--- config.mk ---
export PLATFORM = sky130hd
export DESIGN_NAME = sprite_dma
export DESIGN_NICKNAME = d
export VERILOG_FILES = /design/src/rtl/sprite_dma_pkg.sv /design/src/rtl/sprite_dma.sv
export SDC_FILE = /design/constraint.sdc
export NUM_CORES = 1
export LEC_CHECK = 0
export CORE_ASPECT_RATIO = 1.5
export CORE_UTILIZATION = 45
export DETAILED_ROUTE_END_ITERATION = 8
export PLACE_DENSITY = 0.82
export SLEW_MARGIN = 0
export SYNTH_ARGS = -nofsm -noshare
export SYNTH_HDL_FRONTEND = slang
export SYNTH_SLANG_ARGS = --single-unit
--- constraint.sdc ---
create_clock -name I_clock -period 3.1 [get_ports I_clock]
set_clock_uncertainty 0.1 [all_clocks]
set_input_delay 0.62 -clock I_clock [delete_from_list [all_inputs] [get_ports I_clock]]
set_output_delay 0.62 -clock I_clock [all_outputs]
set_load 0.05 [all_outputs]
--- src/rtl/sprite_dma_pkg.sv ---
// Shared types and address constants for the sprite page-copy DMA.
// Decode logic elsewhere reuses the trigger and sprite-base addresses.
package sprite_dma_pkg;

    typedef enum logic [2:0] {
        ST_IDLE,
        ST_HALT,
        ST_READ,
        ST_WRITE,
        ST_DONE
    } dma_state_t;

    localparam logic [15:0] SPRITE_TRIG_ADDR = 16'h4014;
    localparam logic [15:0] SPRITE_DST_BASE  = 16'h4800;

endpackage

--- src/rtl/sprite_dma.sv ---
// Owns the CPU-side memory port: passes CPU cycles through, or halts the CPU
// and copies one page to the sprite attribute region at 2 clocks per byte.
module sprite_dma
    import sprite_dma_pkg::*;
#(
    parameter int                     P_addr_bits = 16,
    parameter int                     P_data_bits = 8,
    parameter logic [P_addr_bits-1:0] P_trig_addr = SPRITE_TRIG_ADDR,
    parameter logic [P_addr_bits-1:0] P_dst_base  = SPRITE_DST_BASE,
    parameter int                     P_len       = 256
) (
    input  logic                   I_clock,
    input  logic                   I_reset,
    input  logic [P_addr_bits-1:0] I_cpu_addr,
    input  logic [P_data_bits-1:0] I_cpu_wr_data,
    input  logic                   I_cpu_rdwr,
    input  logic                   I_cpu_phy2,
    output logic [P_data_bits-1:0] O_cpu_rd_data,
    output logic                   O_cpu_ready,
    output logic [P_addr_bits-1:0] O_mem_addr,
    output logic [P_data_bits-1:0] O_mem_wr_data,
    output logic                   O_mem_wren,
    input  logic [P_data_bits-1:0] I_mem_rd_data,
    output logic                   O_dma_busy
);

    localparam int         SRC_W = P_data_bits + 8;
    localparam logic [8:0] LAST  = 9'(P_len - 1);

    dma_state_t             state, state_nxt;
    logic [P_data_bits-1:0] page, page_nxt;
    logic [P_data_bits-1:0] rd_hold, rd_hold_nxt;
    logic [8:0]             count, count_nxt;
    logic [SRC_W-1:0]       src_addr;
    logic [P_addr_bits-1:0] dst_addr;
    logic                   trig;

    assign src_addr = {page, count[7:0]};
    assign dst_addr = P_dst_base + P_addr_bits'(count);
    assign trig     = (state == ST_IDLE) && I_cpu_phy2 && !I_cpu_rdwr
                      && (I_cpu_addr == P_trig_addr);

    always_ff @(posedge I_clock or posedge I_reset) begin
        if (I_reset) begin
            state   <= ST_IDLE;
            page    <= '0;
            count   <= '0;
            rd_hold <= '0;
        end else begin
            state   <= state_nxt;
            page    <= page_nxt;
            count   <= count_nxt;
            rd_hold <= rd_hold_nxt;
        end
    end

    always_comb begin
        state_nxt     = state;
        page_nxt      = page;
        count_nxt     = count;
        rd_hold_nxt   = rd_hold;
        O_mem_addr    = I_cpu_addr;
        O_mem_wr_data = I_cpu_wr_data;
        O_mem_wren    = I_cpu_phy2 && !I_cpu_rdwr;
        O_cpu_rd_data = I_mem_rd_data;
        O_cpu_ready   = 1'b0;
        O_dma_busy    = (state != ST_IDLE);
        case (state)
            ST_IDLE: begin
                O_cpu_ready = 1'b1;
                if (trig) begin
                    O_mem_wren = 1'b0;
                    page_nxt   = I_cpu_wr_data;
                    count_nxt  = '0;
                    state_nxt  = ST_HALT;
                end
            end
            ST_HALT: begin
                // Only start once the CPU is parked on a read; writes still land.
                if (I_cpu_phy2 && I_cpu_rdwr) begin
                    rd_hold_nxt = I_mem_rd_data;
                    state_nxt   = ST_READ;
                end
            end
            ST_READ: begin
                O_mem_addr    = P_addr_bits'(src_addr);
                O_mem_wren    = 1'b0;
                O_cpu_rd_data = rd_hold;
                state_nxt     = ST_WRITE;
            end
            ST_WRITE: begin
                O_mem_addr    = dst_addr;
                O_mem_wr_data = I_mem_rd_data;
                O_mem_wren    = 1'b1;
                O_cpu_rd_data = rd_hold;
                if (count == LAST) begin
                    state_nxt = ST_DONE;
                end else begin
                    count_nxt = count + 9'd1;
                    state_nxt = ST_READ;
                end
            end
            ST_DONE: begin
                O_mem_addr    = dst_addr;
                O_mem_wren    = 1'b0;
                O_cpu_rd_data = rd_hold;
                state_nxt     = ST_IDLE;
            end
            default: state_nxt = ST_IDLE;
        endcase
    end

endmodule

==> metrics, run 1 <==
overflow left after global routing 0; fmax 340 MHz; Netlist cell types 43; clock tree buffer depth 2; Final period util 94.8%; CP arrival 2220 ps; Layout Utilization 70.4%; cts hold-fix bufs 0; outcome completed; met3 usage 2.96%; P per Cell Area 251 nW/µm²; sequential area share after synthesis 36.3%; DRT Pass-1 Iters 4; CP Capture Type primary output; Post-synth top flop dfrtp_1; Min Hold Slack 410 ps; Starting Density 47.9%; Layout area overhead 47.0%; Max Slew Vio Count 0; final hold vios 0; Synth Register Bits 28; Total Nets Final 316; CTS H-Tree Depth 1; setup TNS 0 ps; Synth warnings 0; design area 2840 µm²; Peak VDD IR 378 µV; combinational group share of total power 16.6%; CTS tree done; max cap viols 0; Syn Std Cell Area 1930 µm²; sw frac 23.7%; initial antenna violation count 0; clock transition at the registers of the reported paths 90 ps; grt met1 use 27.2%; largest net degree at the start of global routing 29; first-pass GRT wire length 8060 µm; CP max FO 10; fin crit period 2940 ps; Worst-Skew Late Latency 280 ps; DRC 0; die area 4560 µm²; clock power share 32.2%; Via Count 1,824; Port-buffer cells 70; GR Util All Layers 23.1%; Synth area leaders dfrtp_1, mux2_2, nand2_1; GR Util met2 40.4%; EDFF count, synth 0; gr busiest metal met2; Antenna Cells 0; DIE HEIGHT 82.2 µm; num ports 71; Startpoint Class flop; ys async rst share 100%; required time worst endpoint 2380 ps; Seq pwr share 51.2%; Placed Area 2780 µm²; die width 55.5 µm; fill count 309; Routed Wire Length 5100 µm; GPL Wtd Cong 0.816; total CTS buffers 3; post-DP HPWL 3880 µm; Cell Int Power 0.544 mW; Register Area 701 µm²; relative slew slack 62.4%; RSZ-0062 raised after global routing false; Psw 0.169 mW; static leakage 1.29 nW; core area 4030 µm²; clk root buf clkbuf_8; Mapped Cells 207; Avg WL per Cell 15.8 µm; Hold/Removal Path Class reg2reg; Site Rows 28; layout cell share with drive strength beyond 1 32.1%; worst-margin pin slew 563 ps; clk sinks 28; Post-CTS Setup Bufs 0; dominant cell type by area after synthesis dfrtp_1; area of the multi-input gates 1140 µm²; Net Count, Synth 245; Iter 0 DRT Violations 54; final setup fails 0; Post-CTS Resized 0; Synth top area share 36.3%; number of global-route vias before repair 1,752; post-route ant nets 0; Syn Area/Cell 9.32 µm²; post-DR vias/cell 5.66; Crit Path Class reg2out
final timing paths:
path / end / depth (start not counted) / from / slack [ps]
max: O_cpu_rd_data[5] / 5 / state[2]$_DFFE_PP0P_ / 160
min: rd_hold[7]$_DFFE_PP0P_ / 1 / rd_hold[7]$_DFFE_PP0P_ / 410
max reg2reg: count[5]$_DFFE_PP0P_ / 8 / count[0]$_DFFE_PP0P_ / 600
min reg2reg: rd_hold[7]$_DFFE_PP0P_ / 1 / rd_hold[7]$_DFFE_PP0P_ / 410
max in group asynchronous: page[5]$_DFFE_PP0P_ / 3 / I_reset / 2050
min in group asynchronous: count[1]$_DFFE_PP0P_ / 3 / I_reset / 590
synthesized netlist by cell type (3+ instances only):
library cell  instances
mux2_2               30
dfrtp_1              28
clkbuf_1              4
nand2_1              48
a22o_1                5
o22ai_1               5
o211ai_1              3
o21ai_0              12
nand3_1               6
nor2_1                9
a21oi_1               3
inv_1                 6
nor4b_2               3
buf_2                 5
layout by cell type (no fill, tap or decap), types with 2 or more instances in the layout:
| cell | Yosys | routed |
|---|---|---|
| nand3_1 | 6 | 6 |
| nor4b_2 | 3 | 3 |
| o22ai_1 | 5 | 5 |
| a31oi_1 | 2 | 2 |
| mux2_4 | 2 | 2 |
| or2_2 | 2 | 2 |
| and2_1 | 2 | 2 |
| o21ai_0 | 12 | 12 |
| buf_4 | 1 | 26 |
| ha_1 | 2 | 2 |
| or3_1 | 2 | 2 |
| buf_12 | 0 | 15 |
| clkbuf_8 | 0 | 4 |
| o211ai_1 | 3 | 3 |
| nor2_1 | 9 | 9 |
| nand2_1 | 48 | 48 |
| nor3_1 | 2 | 2 |
| dfrtp_1 | 28 | 28 |
| clkdlybuf4s50_1 | 0 | 37 |
| mux2_2 | 30 | 30 |
| o31ai_1 | 2 | 2 |
| inv_1 | 6 | 6 |
| a21oi_1 | 3 | 3 |
| a22o_1 | 5 | 5 |
| a22oi_1 | 2 | 2 |
| nand2b_1 | 2 | 2 |
per-layer routing:
metal	up-vias	part of all wire, %
li1	879	-
met1	873	41
met2	60	51
met3	12	4.5
met4	0	2.9
met5	-	0
logic make-up after synthesis:
logic type      share of synthesized area (%)
compound gates                           12.0
fa+ha+maj                                1.30
buf+inv                                  4.80
flops                                    36.3
mux                                      20.8
simple gates                             24.8
metrics by stage:
stage          power (mW)  setup WS [ps]  std cells
5_1_grt             0.741           67.3        322
3_5_place_dp        0.491            305        318
3_3_place_gp        0.490            259        318
2_1_floorplan       0.407            347        207
6_report            0.713            161        322
4_1_cts             0.716            179        322
area by class of cell:
cell class / count / share of cell area (%)
Multi-Input combinational cell: 161 / 40.1
Inverter: 6 / 0.794
Sequential cell: 28 / 24.7
Timing Repair Buffer: 78 / 30.5
Clock buffer: 4 / 1.94
Tap cell: 45 / 1.99
state kept, by name, summed over array words and instances (netlist names):
signal / cells
state: 3
count: 9
rd_hold: 8
page: 8
critical path: stages, from the launching register on:
cell,delay [ps]
dfrtp_1,590
nand2b_1,170
mux2i_4,350
buf_4,280
mux2_2,360
buf_4,190
power groups by stage:
stage          clock, mW  combinational, mW  sequential (mW)
2_1_floorplan          0             0.0345            0.372
3_3_place_gp           0              0.118            0.372
3_5_place_dp           0              0.119            0.372
4_1_cts            0.232              0.120            0.365
5_1_grt            0.251              0.125            0.365
6_report           0.230              0.119            0.365
(Power assumes the default switching activity.)
==> run 2: changes to the inputs <==
GPL_TIMING_DRIVEN = 0   (was not set)
PLACE_DENSITY = not set   (was 0.82)
PLACE_DENSITY_LB_ADDON = 0.3   (was not set)
TNS_END_PERCENT = 10   (was not set)
==> run 2 against run 1 <==
  * Sequential share of layout area is 1.1 points higher
  * First-iteration DRC count decreased by 5.6%
  * Flip-flop and latch count is the same
  * Setup slack got worse by 130 ps
  * Utilization is 3.0 points lower
  * Total power decreased by 6.9%
  * Cell area down 4.3%
  * Non-clock buffer count up 5
  * Cell count up 1.2%
  * Die area is the same
  * Via count rose by 1.5%
  * Largest power group unchanged
  * Highest routed layer unchanged
==> metrics, run 2 (synthesis gave the netlist of run 1 again) <==
outcome completed; CTS H-Tree Depth 1 (unchanged); worst-margin pin slew 1060 ps (+495 ps); GR Util All Layers 22.8% (-0.23 points); Worst-Skew Late Latency 270 ps (about the same); Iter 0 DRT Violations 51 (-5.6%); RSZ-0062 raised after global routing true; Largest register FFs 9 (unchanged); commonest non-fill, non-tap cells in the layout nand2_1, clkdlybuf4s50_1, mux2_2, dlygate4sd2_1, dfrtp_1; Via Count 1,852 (+1.5%); Most flops, register count; fmax 326 MHz (-4.2%); Starting Density 47.9% (unchanged); fin crit period 3070 ps (+130 ps); Peak VDD IR 309 µV (-18%); pre-CTS WS -226 ps (-531 ps); CP max FO 10 (unchanged); Total Nets Final 321 (+1.6%); GPL Wtd Cong 0.853 (+4.5%); layout cell share with drive strength beyond 1 20.6% (-11 points); max cap viols 0 (unchanged); CP arrival 2350 ps (+130 ps); Max Slew Vio Count 0 (unchanged); DIE HEIGHT 82.2 µm (unchanged); first-pass GRT wire length 8230 µm (+2.1%); placed cells 322 (+1.3%); Routed Wire Length 5170 µm (+1.4%); fill count 356 (+15%); die width 55.5 µm (unchanged); worst r2r dst count[0]$_DFFE_PP0P_; worst hold start rd_hold[3]$_DFFE_PP0P_; CP Capture Type primary output; post-DR vias/cell 5.68 (+0.29%); Antenna Cells 0 (unchanged); P per Cell Area 245 nW/µm² (-2.7%); reg2reg start count[0]$_DFFE_PP0P_; final total power 0.664 mW (-6.9%); clock tree buffer depth 2 (unchanged); commonest non-fill, non-tap cell in the layout nand2_1; worst hold stages 1 (unchanged); final cell count without fillers 326 (+1.2%); number of global-route vias before repair 1,733 (-1.1%); clk sinks 28 (unchanged); DRC 0 (unchanged); initial antenna violation count 0 (unchanged); post-DP HPWL 3870 µm (-0.19%); Site Rows 28 (unchanged); DRT Pass-1 Iters 4 (unchanged); Layout area overhead 40.7%; post-route ant nets 0 (unchanged); relative slew slack 29.4% (-33 points); Avg WL per Cell 15.9 µm (+0.11%); Hold/Removal Path Class reg2reg; required time worst endpoint 2380 ps (about the same); R2R Setup Slk 450 ps (-150 ps); slack of the critical path 30.5 ps (-130 ps); static leakage 1.34 nW (+3.7%); largest net degree at the start of global routing 29 (unchanged); final setup fails 0 (unchanged); clock transition at the registers of the reported paths 90 ps (about the same); Final period util 99.0% (+4.2 points); R2R depth 9 (+1); core area 4030 µm² (unchanged); Port-buffer cells 70 (unchanged); Layout Utilization 67.4% (-3.0 points); clk root buf clkbuf_8; design area 2720 µm² (-4.3%); num ports 71 (unchanged); final hold vios 0 (unchanged); Startpoint Class flop; biggest regs count x9, page x8, rd_hold x8; Hold EP rd_hold[3]$_DFFE_PP0P_; Crit Path Class reg2out; die area 4560 µm² (unchanged); total CTS buffers 3 (unchanged); CTS tree done; overflow left after global routing 0 (unchanged); Placed Area 2690 µm² (-3.4%)
[run 2: changes by cell type in the layout (fill, tap and decap cells not counted), sizes merged]
cell	previous run	this run
buf	41	9
clkbuf	4	8
dlygate4sd2	0	29
dlymetal6s2s	0	3
[run 2: worst max path at each step]
stage,from,cells past startpoint,slack (ps),to
after floorplan,state[1]$_DFFE_PP0P_,4,350,O_mem_addr[10]
after global placement,I_cpu_addr[11],6,-250,O_mem_wren
after detailed placement,I_cpu_addr[11],6,-230,O_mem_wren
after CTS,state[0]$_DFFE_PP0P_,6,-80,O_mem_wr_data[0]
after global routing,state[0]$_DFFE_PP0P_,7,-60,O_cpu_rd_data[1]
final,state[0]$_DFFE_PP0P_,7,30,O_cpu_rd_data[1]
[run 2: report_power, final]
group	internal, mW	switching, mW	total (mW)	leakage, nW
Combinational	0.0497	0.0508	0.101	0.938
Sequential	0.365	0	0.365	0.376
Clock	0.0873	0.112	0.199	0.0216
[run 2: layout make-up]
class,count,area [µm²],area share (%)
inverters,6,22.5,0.829
well taps,45,56.3,2.07
flip-flops and latches,28,701,25.8
repair buffers,71,687,25.3
plain buffers,12,71.3,2.63
clock buffers,3,41.3,1.52
multi-input cells,161,1140,41.8
[run 2: per-layer routing]
metal	part of all wire (%)	vias to the layer above	global-route usage, %
met3	5.1	10	2.49
met5	0	-	0
met4	2.1	0	9.25
li1	-	886	-
met1	42	873	29.0
met2	51	83	39.9
[run 2: repair_timing]
| item | in CTS | in global routing |
|---|---|---|
| endpoints found under the setup margin | 31 | 15 |
| gates resized for setup | 31 | 6 |
| setup buffers | 1 | 0 |
| pin swaps | 0 | 0 |
| hold buffers | 0 | 0 |
[run 2: metrics by stage]
step | hold slack, ps | TNS, ps
6_report | 411 | 0
5_1_grt | 433 | -438
4_1_cts | 415 | -76.4
3_5_place_dp | 394 | -357
3_3_place_gp | 385 | -272
2_1_floorplan | 375 | 0
[run 2: worst max-delay path, stage by stage (launching register included)]
cell and delay (ps):
dfrtp_1 470, nand2b_1 170, buf_2 170, mux2i_4 170
buf_12 150, buf_6 160, mux2_2 350, dlygate4sd2_1 430
